===== src/rtl/mc_defs.sv =====
// Shared encodings for the multicycle main control FSM and the ALU control block.
// Opcodes, ALUop codes, FSM states and datapath mux selects.
package mc_defs;

    localparam int OPW_D  = 4;
    localparam int AOPW_D = 3;

    localparam logic [3:0] OP_R    = 4'b0000;
    localparam logic [3:0] OP_ADDI = 4'b0001;
    localparam logic [3:0] OP_ANDI = 4'b0010;
    localparam logic [3:0] OP_ORI  = 4'b0011;
    localparam logic [3:0] OP_SLTI = 4'b0100;
    localparam logic [3:0] OP_LW   = 4'b0101;
    localparam logic [3:0] OP_SW   = 4'b0110;
    localparam logic [3:0] OP_BEQ  = 4'b0111;
    localparam logic [3:0] OP_BNE  = 4'b1000;
    localparam logic [3:0] OP_J    = 4'b1001;

    localparam logic [2:0] ALU_ADD  = 3'b000;
    localparam logic [2:0] ALU_SUB  = 3'b001;
    localparam logic [2:0] ALU_FUNC = 3'b010;
    localparam logic [2:0] ALU_AND  = 3'b011;
    localparam logic [2:0] ALU_OR   = 3'b100;
    localparam logic [2:0] ALU_SLT  = 3'b101;

    localparam logic [1:0] SRCB_REGB = 2'd0;
    localparam logic [1:0] SRCB_ONE  = 2'd1;
    localparam logic [1:0] SRCB_SEXT = 2'd2;
    localparam logic [1:0] SRCB_ZEXT = 2'd3;

    localparam logic [1:0] PCSRC_ALU    = 2'd0;
    localparam logic [1:0] PCSRC_ALUOUT = 2'd1;
    localparam logic [1:0] PCSRC_JUMP   = 2'd2;

    typedef enum logic [3:0] {
        S_FETCH     = 4'd0,
        S_DECODE    = 4'd1,
        S_MEM_ADDR  = 4'd2,
        S_MEM_READ  = 4'd3,
        S_MEM_WB    = 4'd4,
        S_MEM_WRITE = 4'd5,
        S_R_EXEC    = 4'd6,
        S_R_WB      = 4'd7,
        S_I_EXEC    = 4'd8,
        S_I_WB      = 4'd9,
        S_BRANCH    = 4'd10,
        S_JUMP      = 4'd11,
        S_TRAP      = 4'd12
    } state_t;

endpackage


===== src/rtl/mc_main_control.sv =====
// Multicycle main control FSM: opcode decode, sequencing and datapath strobes.
// Optional MC_ILLEGAL_TRAP_EN adds a TRAP state and the illegal_op output.
module mc_main_control
    import mc_defs::*;
#(
    parameter int OPW  = OPW_D,
    parameter int AOPW = AOPW_D
) (
    input  logic            clk,
    input  logic            reset,
    input  logic [OPW-1:0]  opcode,
    input  logic            zero,
    input  logic            mem_ready,
    output logic [AOPW-1:0] ALUop,
    output logic            PCWrite,
    output logic            PCWriteCond,
    output logic            IorD,
    output logic            MemRead,
    output logic            MemWrite,
    output logic            IRWrite,
    output logic            MemtoReg,
    output logic            RegWrite,
    output logic            RegDst,
    output logic            ALUSrcA,
    output logic [1:0]      ALUSrcB,
    output logic [1:0]      PCSource,
`ifdef MC_ILLEGAL_TRAP_EN
    output logic            illegal_op,
`endif
    output logic [3:0]      state_o
);

    state_t state, state_nx;
    logic [2:0] aop;
    logic pcw, pcwc, mrd, mwr, irw, rgw;
    logic [3:0] op;

    // The branch condition is resolved in the datapath, not here.
    logic unused_zero;
    assign unused_zero = zero;

    assign op = 4'(opcode);

    always_ff @(posedge clk) begin
        if (reset) state <= S_FETCH;
        else       state <= state_nx;
    end

    always_comb begin
        state_nx = state;
        unique case (state)
            S_FETCH:     if (mem_ready) state_nx = S_DECODE;
            S_DECODE: begin
                unique case (op)
                    OP_R:                        state_nx = S_R_EXEC;
                    OP_ADDI, OP_ANDI,
                    OP_ORI, OP_SLTI:             state_nx = S_I_EXEC;
                    OP_LW, OP_SW:                state_nx = S_MEM_ADDR;
                    OP_BEQ, OP_BNE:              state_nx = S_BRANCH;
                    OP_J:                        state_nx = S_JUMP;
`ifdef MC_ILLEGAL_TRAP_EN
                    default:                     state_nx = S_TRAP;
`else
                    default:                     state_nx = S_FETCH;
`endif
                endcase
            end
            S_MEM_ADDR:  state_nx = (op == OP_LW) ? S_MEM_READ : S_MEM_WRITE;
            S_MEM_READ:  if (mem_ready) state_nx = S_MEM_WB;
            S_MEM_WRITE: if (mem_ready) state_nx = S_FETCH;
            S_R_EXEC:    state_nx = S_R_WB;
            S_I_EXEC:    state_nx = S_I_WB;
            default:     state_nx = S_FETCH;
        endcase
    end

    always_comb begin
        aop      = ALU_ADD;
        pcw      = 1'b0;
        pcwc     = 1'b0;
        mrd      = 1'b0;
        mwr      = 1'b0;
        irw      = 1'b0;
        rgw      = 1'b0;
        IorD     = 1'b0;
        MemtoReg = 1'b0;
        RegDst   = 1'b0;
        ALUSrcA  = 1'b0;
        ALUSrcB  = SRCB_REGB;
        PCSource = PCSRC_ALU;
        unique case (state)
            S_FETCH: begin
                mrd     = 1'b1;
                irw     = mem_ready;
                pcw     = mem_ready;
                ALUSrcB = SRCB_ONE;
            end
            S_DECODE:    ALUSrcB = SRCB_SEXT;
            S_MEM_ADDR: begin
                ALUSrcA = 1'b1;
                ALUSrcB = SRCB_SEXT;
            end
            S_MEM_READ: begin
                IorD = 1'b1;
                mrd  = 1'b1;
            end
            S_MEM_WB: begin
                rgw      = 1'b1;
                MemtoReg = 1'b1;
            end
            S_MEM_WRITE: begin
                IorD = 1'b1;
                mwr  = 1'b1;
            end
            S_R_EXEC: begin
                ALUSrcA = 1'b1;
                aop     = ALU_FUNC;
            end
            S_R_WB: begin
                rgw    = 1'b1;
                RegDst = 1'b1;
            end
            S_I_EXEC: begin
                ALUSrcA = 1'b1;
                unique case (op)
                    OP_ANDI: begin
                        ALUSrcB = SRCB_ZEXT;
                        aop     = ALU_AND;
                    end
                    OP_ORI: begin
                        ALUSrcB = SRCB_ZEXT;
                        aop     = ALU_OR;
                    end
                    OP_SLTI: begin
                        ALUSrcB = SRCB_SEXT;
                        aop     = ALU_SLT;
                    end
                    default: begin
                        ALUSrcB = SRCB_SEXT;
                        aop     = ALU_ADD;
                    end
                endcase
            end
            S_I_WB:      rgw = 1'b1;
            S_BRANCH: begin
                ALUSrcA  = 1'b1;
                aop      = ALU_SUB;
                PCSource = PCSRC_ALUOUT;
                pcwc     = 1'b1;
            end
            S_JUMP: begin
                pcw      = 1'b1;
                PCSource = PCSRC_JUMP;
            end
            default: ;
        endcase
    end

    // Reset suppresses every strobe that can change architectural state.
    assign MemRead     = mrd  & ~reset;
    assign MemWrite    = mwr  & ~reset;
    assign IRWrite     = irw  & ~reset;
    assign PCWrite     = pcw  & ~reset;
    assign PCWriteCond = pcwc & ~reset;
    assign RegWrite    = rgw  & ~reset;
    assign ALUop       = AOPW'(aop);
    assign state_o     = state;

`ifdef MC_ILLEGAL_TRAP_EN
    assign illegal_op = (state == S_TRAP) & ~reset;
`endif

endmodule


===== config.mk =====
export PLATFORM = sky130hd
export DESIGN_NAME = mc_main_control
export DESIGN_NICKNAME = d
export VERILOG_FILES = /design/src/rtl/mc_defs.sv /design/src/rtl/mc_main_control.sv
export SDC_FILE = /design/constraint.sdc
export NUM_CORES = 1
export LEC_CHECK = 0
export CELL_PAD_IN_SITES_DETAIL_PLACEMENT = 1
export CELL_PAD_IN_SITES_GLOBAL_PLACEMENT = 1
export CORE_MARGIN = 4
export CORE_UTILIZATION = 27
export CTS_CLUSTER_DIAMETER = 100
export DETAILED_ROUTE_END_ITERATION = 12
export GPL_TIMING_DRIVEN = 0
export HOLD_SLACK_MARGIN = 0.08
export PLACE_DENSITY = 0.89
export REMOVE_ABC_BUFFERS = 1
export SETUP_SLACK_MARGIN = 0.5
export SLEW_MARGIN = 0
export SYNTH_ARGS = -nofsm -noshare
export SYNTH_HDL_FRONTEND = slang
export SYNTH_SLANG_ARGS = --single-unit

===== constraint.sdc =====
create_clock -name clk -period 1.6 [get_ports clk]
set_input_delay 0.4 -clock clk [delete_from_list [all_inputs] [get_ports clk]]
set_output_delay 0.4 -clock clk [all_outputs]
set_load 0.01 [all_outputs]

### After elaboration in Yosys (flattened, before gate mapping)

Memory sizes are Yosys's and may differ from the RTL's.
Cells that the tools add are included.
W data, S select, Z words.

* output and inout bits: 21
* memories kept: 1
* memory bits (read-only): 64
* flip-flop bits (word level): 4

* muxes and demuxes: 20
* bitwise logic cells: 7
* reduce and logical (&&, ||, !) cells: 8
* equality and inequality tests: 18

Memory list
* (no name shown): words 16, bits a word 4, read ports 1, clocked after Yosys merged registers in 0, write ports 0, line mc_main_control.sv:54 `unique case (op)`

Operators by type and width (number)
* $pmux W4 S7: 1
* $eq A4 B3 Y1 const B: 6
* $pmux W3 S3: 2
* $eq A4 B2 Y1 const B: 4
* $eq A4 B4 Y1 const B: 4
* $mux W4: 3
* $mux W1: 10
* $reduce_or A2 Y1: 4
* $and A1 B1 Y1: 6
* $ne A2 B2 Y1 const B: 3
* $pmux W2 S3: 1
* $eq A4 B1 Y1 const B: 1
* $logic_not A4 Y1: 1
* $pmux W2 S2: 1
* $reduce_or A4 Y1: 1
* $mux W3: 1
* $reduce_and A3 Y1: 1
* $reduce_or A3 Y1: 1
* $pmux W1 S2: 1
* $not A1 Y1: 1

### Logic depth before layout (Yosys ltp)

Gate-level depths: netlist of run 1.

* word-level depth: 4
* gate-level depth with buffers: 6

### Least setup slack after synthesis of run 1

Ideal clock, no wire load.

* path type: register to output
* start point: register state[3], in the netlist state_o[3]
* end point: output port RegWrite
* cell stages (with the launch flop): 6
* slack: -0.018 ns
* required time: 1.200 ns
* data arrival time: 1.218 ns
* path buffers: 1
* cells stage by stage: dfxtp_1 -> buf_4 -> nand2b_1 -> nor3_1 -> a21oi_1 -> nor2_1

* cells in the longest elaborated chain, start to end: 4

RTL lines
* start: declaration: line mc_main_control.sv:33 `state_t state, state_nx;`
* start signal: assignment: line mc_main_control.sv:46 `else state <= state_nx;`
* $eq A4 B4 Y1 / $eq A4 B3 Y1 (equally long branches): line mc_main_control.sv:91 `unique case (state)`
* $reduce_or A3 Y1 (no line) (*)
* $mux W1 (*): line mc_main_control.sv:91
* $and A1 B1 Y1 (*): line mc_main_control.sv:165 `assign RegWrite = rgw & ~reset;`
* end: declaration: line mc_main_control.sv:22 `output logic RegWrite,`

Mark *: on every way between the ends. The rest lies on a longest branch, timed or not.

### Final worst setup path of run 1

* start point: register state[1], in the netlist state_o[1]
* end point: output port RegWrite

Same word-level chain as after synthesis.

==> results of run 1 <==
[cells in the mapped netlist (2+ instances only)]
master    number
nor2_1        16
a21oi_1        7
o21ai_0        7
inv_1          6
ha_1           5
buf_2          4
dfxtp_1        4
nand2_1        4
nand2b_1       4
nor2b_1        3
a211oi_1       2
nand3_1        2
nor3_1         2
[metal layers]
metal,global-route usage [%],part of all wire [%]
met2,40.10,50
met4,8.814,4.0
met3,2.759,7.4
met1,23.80,39
met5,0,0
[repair_timing]
item	CTS	global route
buffers inserted	28	9
pin swaps	18	14
resized for setup	167	24
setup endpoints to repair	25	25
[how the worst max path moves through the flow]
stage                from       end  cells past startpoint  slack (ps)
2_1_floorplan  state_o[1]  ALUop[0]                      3        -200
3_3_place_gp    opcode[1]  ALUop[0]                      6        -870
3_5_place_dp    opcode[1]  ALUop[0]                      6        -910
4_1_cts        state_o[3]  ALUop[0]                      4        -260
5_1_grt        state_o[1]  RegWrite                      7        -460
6_report       state_o[1]  RegWrite                      7        -340
[cell families after synthesis]
group                      after synthesis
and+or+nand+nor                         40
AOI/OAI and AO/OA                       27
buffers and inverters                   14
adders and majority gates                5
DFF                                      4
xor gates and xnor gates                 2
muxes                                    2
[stage by stage]
step | hold WS, ps | utilization, % | power (mW) | setup WS [ps] | instances
finish | 664.1 | 64.82 | 0.6222 | -345.0 | 182
global placement | 731.9 | 40.28 | 0.3178 | -871.1 | 142
detailed placement | 744.7 | 40.28 | 0.3268 | -914.5 | 142
global route | 676.2 | 64.82 | 0.6554 | -462.4 | 182
floorplan | 469.1 | - | 0.2236 | -200.2 | 87
CTS | 583.3 | 58.32 | 0.5564 | -256.1 | 173
[placed cells by master, fill, tap and decap left out, types with 2 or more instances in the layout]
cell type	n
a21oi_1	4
a21oi_2	3
buf_2	15
buf_4	20
buf_6	20
buf_8	3
clkbuf_4	3
clkdlybuf4s15_2	2
dfxtp_4	4
dlygate4sd2_1	4
ha_2	2
ha_4	2
inv_1	3
inv_6	2
nand2_1	4
nand2b_1	2
nand2b_4	2
nand3_2	2
nor2_1	11
nor2_2	3
nor2_4	3
nor2b_4	3
o21ai_0	3
o21ai_1	2
o21ai_2	2
[power breakdown]
group	switching [mW]	internal, mW	leakage, nW
Combinational	0.188	0.182	0.609
Clock	0.0468	0.0843	0.0138
Sequential	0.0173	0.104	0.0356
[worst max-delay path, stage by stage (launching register included)]
cell and delay [ps]:
dfxtp_4 350, buf_6 120, buf_6 120, nor3b_4 220, a21o_1 150, a21oi_2 60
nor2_1 110, buf_2 160
[layout make-up]
| cell class | count | area [um^2] | share of cell area (%) |
|---|---|---|---|
| well taps | 28 | 35.03 | 2.420 |
| flip-flops and latches | 4 | 95.09 | 6.569 |
| inverters | 7 | 38.79 | 2.679 |
| repair buffers | 64 | 553.0 | 38.20 |
| multi-input cells | 76 | 703.2 | 48.57 |
| clock buffers | 3 | 22.52 | 1.556 |
==> results.ini, run 1 <==
[outcome]
status=complete, but fails checks
violations=negative setup slack

[placement]
place_hpwl_um=1581
portBuffers=27
dpl_cell_area_um2=899.6
gp_congestion=0.7878

[floorplan]
fp-row-count=17
core_region_area_um2=2233
die_y_um=56.57
initial_core_util_pct=28.52
dieWidth_um=56.57
pin_count=29
die_area_um2=3200

[cts]
cts_root_buf=clkbuf_4
clkSinkCount=4
cts_buffer_depth=2
path_clk_slew_ps=40
cts_made_buffers=3
htreeDepth=1
clk_latency_ps=240
tritoncts=yes
holdBufCountCts=0

[synthesis]
ys_seq_area_share_pct=12.57
synth_top_area_share_pct=12.57
synthesis.area_um2=636.9
yosys.area_share.simple_pct=32.02
synthAdderAreaFrac_pct=9.823
synthMuxAreaShare_pct=3.929
synth_top_family_by_area=simple AND/OR/NAND/NOR gates
syn_inst=94
async_flop_share_pct=0
ys_seq_elements=4
ys_top_cells_by_area=dfxtp_1, ha_1, nor2_1
synth_cell_type_count=41
synth_flop_cell=dfxtp_1
yosysWarningCount=0
synth_compound_area_share_pct=28.09
synth.avg_cell_area_um2=6.775
yosysTopAreaCell=dfxtp_1
synth_enable_flop_cells=0
synth_xor_area_share_pct=2.750

[global_routing]
grt_pass1_vias=1054
grt-ovfl-total=0
grtUsageTotal_pct=21.43
antenna_found_initial=0
grt_max_degree=11
grt_pass1_wl_um=5368

[flow_run]
cap_violations=0

[routing]
ant_nets=0
drt_pass1_iterations=4
route.detailed.drc=0
wl_per_cell_um=21.18
drt-initial-drc-count=26
viasPerCell=5.566
dr_total_vias=1013
routed_wirelength_um=3855

[layout]
largest_reg_flops=4
antenna_cells=0
final_nets=169
finish.instance_area_um2=1448
area_growth_pct=127.3
layout-drive-gt1-share_pct=68.83
fillers=267

[min_path]
holdCritPathClass=primary input to flop
holdPathStages=5
hp-start=opcode[1]
holdPathEnd=state_o[3]

[sta]
rsz0062_at_grt=yes
period_share_pct=121.6
relSlewSlack_pct=69.34
skew_ps=2.348
final-hold-violation-count=0
finalSetupTns_ps=-3082
clock.fmax_mhz=514.1
finalWorstSetupSlack_ps=-345.0
setup_viol_count_final=16
worstMarginPinSlew_ps=459.9
finalCriticalPeriod_ps=1945
slew_violations=0

[power_and_ir_drop]
vdd_drop_max_v=0.0003282
leakage_nw=0.6586
pwr_density_cell_nw_per_um2=429.8

[critical_path]
required_ps=1200
reg2reg_to=state_o[2]
r2r_slack_ps=10
r2r-start=state_o[1]
end_kind=primary output
cp.arrival_ps=1540
critPathMaxFanout=3
worstSetupPathType=flop to primary output
crit_path_start_kind=flop
r2r.worst_path.cells=9

Power figures use the tool's default switching activity.
==> inputs of run 2 (changes only) <==
--- a/config.mk
+++ b/config.mk
@@ -8,13 +8,12 @@
 export CELL_PAD_IN_SITES_DETAIL_PLACEMENT = 1
 export CELL_PAD_IN_SITES_GLOBAL_PLACEMENT = 1
 export CORE_MARGIN = 4
-export CORE_UTILIZATION = 27
+export CORE_UTILIZATION = 25
 export CTS_CLUSTER_DIAMETER = 100
 export DETAILED_ROUTE_END_ITERATION = 12
 export GPL_TIMING_DRIVEN = 0
 export HOLD_SLACK_MARGIN = 0.08
-export PLACE_DENSITY = 0.89
-export REMOVE_ABC_BUFFERS = 1
+export PLACE_DENSITY = 0.84
 export SETUP_SLACK_MARGIN = 0.5
 export SLEW_MARGIN = 0
 export SYNTH_ARGS = -nofsm -noshare
==> run 2 against run 1 <==
- the flow still finishes with violations (negative setup slack)
- non-clock buffer count rose by 20
- combinational power is 35% higher
- hold slack gained 28 ps
- cell area up 23%
- final cell count grew 13%
- critical path depth unchanged
- utilization increased by 7.9 points
- critical path type unchanged
==> results.ini, run 2 (synthesis results as in run 1) <==
[outcome]
status=complete, but fails checks
violations=negative setup slack

[global_routing]
grtUsageTotal_pct=22.87  ; +1.4 points
grt_pass1_wl_um=5927  ; +10%
grt_max_degree=11  ; unchanged
grt-ovfl-total=0  ; unchanged
grt_pass1_vias=1126  ; +6.8%
antenna_found_initial=0  ; unchanged

[layout]
multi_input_area_um2=748.2  ; +6.4%
layout-drive-gt1-share_pct=78.86  ; +10 points
antenna_cells=0  ; unchanged
fin_cells=205  ; +13%
final_common_cell=buf_6
register_area_um2=90.09  ; -5.3%
fillers=242  ; -9.4%
area_growth_pct=180.4
final_nets=189  ; +12%
layout_common_cells=buf_6, buf_4, buf_2
largest_reg_flops=4  ; unchanged

[routing]
drt_pass1_iterations=5  ; +1
drt-initial-drc-count=35  ; +35%
dr_total_vias=1160  ; +15%
viasPerCell=5.659  ; +1.7%
ant_nets=0  ; unchanged
routed_wirelength_um=5159  ; +34%
wl_per_cell_um=25.17  ; +19%
route.detailed.drc=0  ; unchanged

[sta]
clock.fmax_mhz=486.4  ; -5.4%
setup_viol_count_final=20  ; +4
worstMarginPinSlew_ps=726.6  ; +266.7 ps
final-hold-violation-count=0  ; unchanged
hold_ws_ps=692.4  ; +28.26 ps
slew_violations=0  ; unchanged
finalWorstSetupSlack_ps=-455.9  ; -110.9 ps
period_share_pct=128.5  ; +6.9 points
relSlewSlack_pct=51.56  ; -18 points
skew_ps=11.78  ; +9.436 ps
rsz0062_at_grt=yes
finalCriticalPeriod_ps=2056  ; +110.9 ps

[floorplan]
die_area_um2=3419  ; +6.8%
pin_count=29  ; unchanged
fp-row-count=18  ; +1
core_region_area_um2=2455  ; +9.9%
dieWidth_um=58.47  ; +3.4%
initial_core_util_pct=25.94  ; -2.6 points
die_y_um=58.47  ; +3.4%

[power_and_ir_drop]
vdd_drop_max_v=0.0004660  ; +42%
pwr_density_cell_nw_per_um2=438.8  ; +2.1%
leakage_nw=0.8181  ; +24%

[critical_path]
worstSetupPathType=flop to primary output
r2r_slack_ps=-100  ; -110 ps
critPathMaxFanout=5  ; +2
slowest_stage=dfxtp_4
path_cells=buf_12 > buf_8 > buf_8 > nor3_4 > a21oi_2 > nor2_1 > buf_2
crit_top_cell=buf_8
required_ps=1200  ; about the same
cp.arrival_ps=1660  ; +120 ps
end_kind=primary output
crit_path_start_kind=flop
critPathMaxStageDelay_ps=380  ; +30 ps

[cts]
htreeDepth=1  ; unchanged
path_clk_slew_ps=60  ; +20 ps
clk_latency_ps=270  ; +30 ps
cts_made_buffers=3  ; unchanged
holdBufCountCts=0  ; unchanged
cts_root_buf=clkbuf_4
cts_buffer_depth=2  ; unchanged
tritoncts=yes
clkSinkCount=4  ; unchanged

[synthesis]
syn_nets=107

[placement]
dp_slack_ps=-1138  ; -223.7 ps
place_hpwl_um=1831  ; +16%
post-place-cells=149  ; +4.9%
portBuffers=25  ; -7.4%
gp_congestion=0.8908  ; +13%

[flow_run]
cap_violations=0  ; unchanged

[min_path]
holdCritPathClass=primary input to flop

## run 2: changes by cell type in the layout (fill, tap and decap cells not counted), moves of 3 or more
| cell | previous run | this run |
|---|---|---|
| nor2_4 | 3 | 6 |
| nor2_1 | 11 | 7 |
| buf_4 | 20 | 27 |
| buf_6 | 20 | 28 |
| dlygate4sd2_1 | 4 | 1 |
| inv_2 | 1 | 4 |
| buf_8 | 3 | 6 |
| buf_12 | 0 | 4 |
## run 2: worst paths after layout
| check | depth (start not counted) | endpoint | startpoint |
|---|---|---|---|
| worst max register to register | 6 | state_o[2] | state_o[2] |
| worst max-delay path | 7 | RegWrite | state_o[1] |
| worst min-delay path | 4 | state_o[2] | opcode[2] |
| worst min register to register | 3 | state_o[1] | state_o[3] |
## run 2: metrics by stage
step | power, mW | cell area, um^2 | util, % | setup TNS, ps
6_report | 0.7834 | 1785 | 72.73 | -5411
5_1_grt | 0.8169 | 1785 | 72.73 | -6371
4_1_cts | 0.6541 | 1551 | 63.20 | -3075
3_5_place_dp | 0.3771 | 1079 | 43.93 | -10500
3_3_place_gp | 0.3694 | 1079 | 43.93 | -9890
2_1_floorplan | 0.2742 | 790.8 | - | 0
## run 2: repair_timing
item	in CTS	in global routing
pin swaps	19	18
gates resized for setup	156	22
endpoints found under the setup margin	25	25
buffers inserted	31	19
hold endpoints to repair	0	0
gates cloned	2	0
## run 2: layer usage
metal / vias up / track usage, % / wire length (um)
li1: 499 / - / -
met1: 569 / 25.26 / 2027
met2: 65 / 44.50 / 2583
met3: 27 / 4.167 / 292
met4: 0 / 4.967 / 255
met5: - / 0 / 0
## run 2: power breakdown
group / internal, mW / total, mW / switching (mW)
Clock: 0.0959 / 0.172 / 0.0765
Sequential: 0.104 / 0.113 / 0.00854
Combinational: 0.257 / 0.498 / 0.241
Total: 0.457 / 0.783 / 0.326
## run 2: area by class of cell
type / instances / area share [%]
Timing Repair Buffer: 77 / 41.84
Clock buffer: 4 / 1.472
Inverter: 7 / 2.313
Tap cell: 30 / 2.102
Sequential cell: 4 / 5.046
Buffer: 7 / 5.326
Multi-Input combinational cell: 76 / 41.91
## run 2: worst max-delay path: cells and delay by family, from the launching register on
family,cells,cell delay [ps]
buf+inv,4,560
flops,1,380
compound gates,1,60
simple gates,2,380
